--- config.mk ---
export PLATFORM = sky130hd
export DESIGN_NAME = npx_frame_scheduler
export DESIGN_NICKNAME = d
export VERILOG_FILES = /design/src/rtl/npx_pkg.sv /design/src/rtl/npx_level_scale.sv /design/src/rtl/npx_frame_scheduler.sv
export SDC_FILE = /design/constraint.sdc
export NUM_CORES = 1
export LEC_CHECK = 0
export BUFFER_PORTS_ARGS = -buffer_cell sky130_fd_sc_hd__buf_2
export CAP_MARGIN = 0
export CORE_ASPECT_RATIO = 1.1
export CORE_UTILIZATION = 60
export CTS_BUF_LIST = sky130_fd_sc_hd__clkbuf_16
export DETAILED_ROUTE_END_ITERATION = 10
export PLACE_DENSITY = 0.87
export SYNTH_ARGS = -nofsm -noshare
export SYNTH_HDL_FRONTEND = slang
export SYNTH_HIERARCHICAL = 1
export SYNTH_SLANG_ARGS = --single-unit
--- constraint.sdc ---
create_clock -name clk -period 3.3 [get_ports clk]
set_input_delay 0.495 -clock clk [delete_from_list [all_inputs] [get_ports clk]]
set_output_delay 0.495 -clock clk [all_outputs]
set_load 0.03 [all_outputs]
--- src/rtl/npx_pkg.sv ---
// npx_pkg: shared types, constants and the per-channel brightness shift for the NeoPixel frame path
package npx_pkg;

   typedef enum logic [1:0] {
      S_IDLE,
      S_FETCH,
      S_SEND,
      S_LATCH
   } state_t;

   localparam int LEVEL_MAX = 4;

   localparam int G_LSB = 16;
   localparam int R_LSB = 8;
   localparam int B_LSB = 0;

   // Levels above LEVEL_MAX are treated as full brightness so a bad level can never wrap the shift.
   function automatic logic [7:0] shift_by_level(input logic [7:0] v, input logic [2:0] lvl);
      return (lvl >= 3'(LEVEL_MAX)) ? v : v >> (3'(LEVEL_MAX) - lvl);
   endfunction

endpackage

--- src/rtl/npx_level_scale.sv ---
// npx_level_scale: combinational GRB brightness shifter (grb in, level in, scaled out)
module npx_level_scale
   import npx_pkg::*;
(
   input  logic [23:0] grb,
   input  logic [2:0]  level,
   output logic [23:0] scaled
);

   always_comb begin
      scaled = {shift_by_level(grb[G_LSB +: 8], level),
                shift_by_level(grb[R_LSB +: 8], level),
                shift_by_level(grb[B_LSB +: 8], level)};
   end

endmodule

--- src/rtl/npx_frame_scheduler.sv ---
// npx_frame_scheduler: per-frame LED fetch/scale/send sequencer with latch gap; brightness via NPX_BRIGHTNESS_EN
//   ports: clk, rst, up_pulse/down_pulse (brightness steps), pix_req/pix_idx/pix_ack/pix_grb (pattern source),
//          ser_valid/ser_data/ser_ready (serializer), latch, frame_start, level (applied brightness)
module npx_frame_scheduler
   import npx_pkg::*;
#(
   parameter int NUM_LEDS     = 60,
   parameter int LATCH_CYCLES = 1024,
   parameter int LEVEL_RESET  = 2
)(
   input  logic        clk,
   input  logic        rst,
   input  logic        up_pulse,
   input  logic        down_pulse,
   output logic        pix_req,
   output logic [7:0]  pix_idx,
   input  logic        pix_ack,
   input  logic [23:0] pix_grb,
   output logic        ser_valid,
   output logic [23:0] ser_data,
   input  logic        ser_ready,
   output logic        latch,
   output logic        frame_start,
   output logic [2:0]  level
);

   localparam int CW = $clog2(LATCH_CYCLES) + 1;

   state_t        state;
   logic [CW-1:0] cnt;
   logic [23:0]   scaled;
   logic          last_led;
   logic          boundary;

   assign last_led = pix_idx == 8'(NUM_LEDS - 1);
   assign boundary = state == S_LATCH && cnt == CW'(LATCH_CYCLES - 1);

   npx_level_scale u_scale (
      .grb    (pix_grb),
      .level  (level),
      .scaled (scaled)
   );

`ifdef NPX_BRIGHTNESS_EN
   logic [2:0] pending_level;
   // Pulses keep accumulating during LATCH; level only follows at the frame boundary.
   always_ff @(posedge clk) begin
      if (rst) begin
         pending_level <= 3'(LEVEL_RESET);
         level         <= 3'(LEVEL_RESET);
      end else begin
         if (up_pulse && !down_pulse && pending_level < 3'(LEVEL_MAX))
            pending_level <= pending_level + 3'd1;
         else if (down_pulse && !up_pulse && pending_level != 3'd0)
            pending_level <= pending_level - 3'd1;
         if (boundary)
            level <= pending_level;
      end
   end
`else
   logic unused_pulses;
   assign unused_pulses = up_pulse ^ down_pulse;
   assign level = 3'(LEVEL_MAX);
`endif

   always_ff @(posedge clk) begin
      if (rst) begin
         state       <= S_IDLE;
         pix_req     <= 1'b0;
         pix_idx     <= 8'd0;
         ser_valid   <= 1'b0;
         ser_data    <= 24'd0;
         latch       <= 1'b0;
         frame_start <= 1'b0;
         cnt         <= '0;
      end else begin
         frame_start <= 1'b0;
         case (state)
            S_IDLE: begin
               state       <= S_FETCH;
               pix_req     <= 1'b1;
               pix_idx     <= 8'd0;
               frame_start <= 1'b1;
            end
            S_FETCH: if (pix_ack) begin
               ser_data  <= scaled;
               ser_valid <= 1'b1;
               pix_req   <= 1'b0;
               state     <= S_SEND;
            end
            S_SEND: if (ser_ready) begin
               ser_valid <= 1'b0;
               if (last_led) begin
                  latch <= 1'b1;
                  cnt   <= '0;
                  state <= S_LATCH;
               end else begin
                  pix_idx <= pix_idx + 8'd1;
                  pix_req <= 1'b1;
                  state   <= S_FETCH;
               end
            end
            S_LATCH: if (boundary) begin
               latch       <= 1'b0;
               pix_idx     <= 8'd0;
               pix_req     <= 1'b1;
               frame_start <= 1'b1;
               state       <= S_FETCH;
            end else begin
               cnt <= cnt + CW'(1);
            end
            default: state <= S_IDLE;
         endcase
      end
   end

endmodule

==> results.ini <==
[grt]
grt_max_degree = 44
grt_pass1_wl_mm = 14.1
grt_pass1_vias = 3102
grt_remaining_overflow = 0
grt_antenna_before_repair = 0
grtUsageTotal = 0.297

[logic_synthesis]
synth_most_common_cell = nand2_1
ys_types = 64
ys.flop_type = dfxtp_1
avgSynthCellArea_sq_um = 8.08
synth_seq_cells = 49
ys_warn_count = 6
syn_inst = 424
synth_top_cell_by_area = dfxtp_1
synth_enable_flop_cells = 0
synthTopCellsByCount = 69 x nand2_1, 49 x dfxtp_1, 31 x a21oi_1, 22 x mux2_2, 21 x clkbuf_1
ys_async_sr_fraction = 0
synth_area_sq_um = 3420
synth_area_leaders = dfxtp_1 29%, nand2_1 7.6%, mux2_2 7.2%
yosysSeqAreaShare = 0.286
yosysTopAreaCellShare = 0.286

[route]
postRouteAntennaNets = 0
postRouteWirelength_mm = 8.62
dr.pass1.iters = 5
avgRoutedWirePerCell_microns = 15.9
via_per_inst = 6.36
drt-initial-drc-count = 316
via_count = 3455
drc = 0

[floorplanning]
initial_core_util = 0.631
rows = 28
ios = 69
die-height_microns = 81.2
dieWidth_microns = 74.0
die_area_sq_um = 6010
core_area_sq_um = 5430

[placement]
placed_area_sq_um = 3680
dpl.hpwl_mm = 6.16
io_buffers = 63
place_congestion = 0.908

[min_path]
hold_class = reg2reg
hold_depth = 2

[worst_setup_path]
arrival_ps = 2490
worstPathCellList = ha_1 -> and3_1 -> a41oi_4 -> or4_4 -> o32ai_1
crit_type = reg2reg
critical-path-slowest-cell = or4_4
endpoint_kind = flip-flop
r2r_cells = 5
cp_slowest_stage_delay_ps = 590
worst-path-max-fanout = 12
crit_required_ps = 3500
worstSetupStartpointType = flip-flop

[cts]
cts_root_buf = clkbuf_16
cts.sinks = 49
cts_tree = yes
cts-buffers-inserted = 5
insertion_delay_ps = 290
cts_hold_buf = 0
post_cts_buffers = 0
cts_max_level = 2
cts.path.max_buffers = 2
clk_pin_slew_ps = 70
ctsResizeCount = 0

[layout]
fill_cells = 432
final_util = 0.709
nets = 506
diodes = 0
drive_gt1_frac = 0.216
syn2layout_area_growth_pct = 12.3
stdcell_area_sq_um = 3850

[job]
cap_violations = 0

[timing]
rsz0062_at_grt = false
max_freq_mhz = 436
finalSetupViolations = 0
fin_crit_sh = 0.695
fin_tns_setup_ps = 0
worst_pin_slew_ps = 810
finalCriticalPeriod_ps = 2290
maxSlewHeadroom = 0.459
hold_viol = 0
fin_skew_ps = 7.18
slew_violations = 0

[power]
p_per_area_nw_per_um2 = 407
ir_drop_mv = 0.352
leakagePower_nw = 1.54

[run_status]
outcome = completed

## critical path, delay by kind of cell (launching register included)
kind | cells | cell delay, ps
DFF | 1 | 420
adders and majority gates | 1 | 250
and+or+nand+nor | 2 | 990
AOI/OAI and AO/OA | 2 | 540
## area by class of cell
type | instances | area (sq um) | share of cell area
Inverter | 11 | 41.3 | 0.0107
Multi-Input combinational cell | 337 | 2250 | 0.584
Tap cell | 75 | 93.8 | 0.0244
Sequential cell | 49 | 981 | 0.255
Clock buffer | 5 | 125 | 0.0325
Clock inverter | 3 | 43.8 | 0.0114
Timing Repair Buffer | 63 | 315 | 0.0820
## power by group
group | total, mW | internal [mW] | switching [mW]
Sequential | 0.623 | 0.612 | 0.0115
Clock | 0.589 | 0.359 | 0.230
Combinational | 0.352 | 0.136 | 0.217
Total | 1.56 | 1.11 | 0.458
## stage by stage
| stage | total power [mW] | worst slack, ps | instances | hold slack [ps] |
|---|---|---|---|---|
| floorplan | 0.906 | 1420 | 435 | 434 |
| global placement | 0.959 | 1120 | 535 | 441 |
| detailed placement | 0.966 | 1060 | 535 | 449 |
| CTS | 1.55 | 1040 | 543 | 458 |
| global route | 1.62 | 876 | 543 | 484 |
| finish | 1.56 | 1010 | 543 | 456 |
## flip-flops by register name (all words and copies together), names as in the netlist
register,cells
pix_req,1
pix_idx,8
latch,1
ser_valid,1
frame_start,1
ser_data,24
state,2
cnt,11
## metal layers
metal  vias up  wire length, microns  GRT usage
met1      1623                  3450      0.361
li1       1659                     -          -
met5         -                     0          0
met2       154                  4410      0.518
met3        19                   558     0.0447
met4         0                   194      0.117
## path summary, 6_finish.rpt
check,endpoint,start,slack [ps]
max,pix_idx[3],cnt[0],1010
min,ser_data[19],ser_data[19],460
min reg2reg,ser_data[19],ser_data[19],460
max reg2reg,pix_idx[3],cnt[0],1010
## logic make-up after synthesis
family / count (synthesis) / synth area share
muxes: 35 / 0.122
buffers and inverters: 49 / 0.0694
adders and majority gates: 9 / 0.0329
DFF: 49 / 0.286
and+or+nand+nor: 148 / 0.221
other: 2 / 0.00219
AOI/OAI and AO/OA: 132 / 0.266
## placed cells by master, fill, tap and decap left out, types with 3 or more instances in the layout
| cell | count |
|---|---|
| inv_1 | 11 |
| or3_1 | 3 |
| and2_1 | 3 |
| o21ai_1 | 3 |
| dfxtp_1 | 49 |
| o31ai_1 | 9 |
| a2bb2oi_1 | 4 |
| mux2_2 | 22 |
| nor2b_1 | 11 |
| and4_1 | 3 |
| a31oi_1 | 8 |
| nand2_1 | 69 |
| buf_2 | 63 |
| nor4_1 | 3 |
| o211ai_1 | 3 |
| a21oi_1 | 31 |
| nand3_1 | 11 |
| a211o_1 | 4 |
| o22ai_1 | 14 |
| conb_1 | 13 |
| o32ai_1 | 3 |
| a41oi_1 | 6 |
| nor2_1 | 9 |
| ha_1 | 9 |
| clkbuf_16 | 5 |
| nand2b_1 | 8 |
| and3_1 | 5 |
| a211oi_1 | 9 |
| mux2i_1 | 10 |
| o2bb2ai_1 | 6 |
| o21ai_0 | 17 |
| nand4_1 | 7 |
Note: power is estimated with default switching activity, not from simulation.
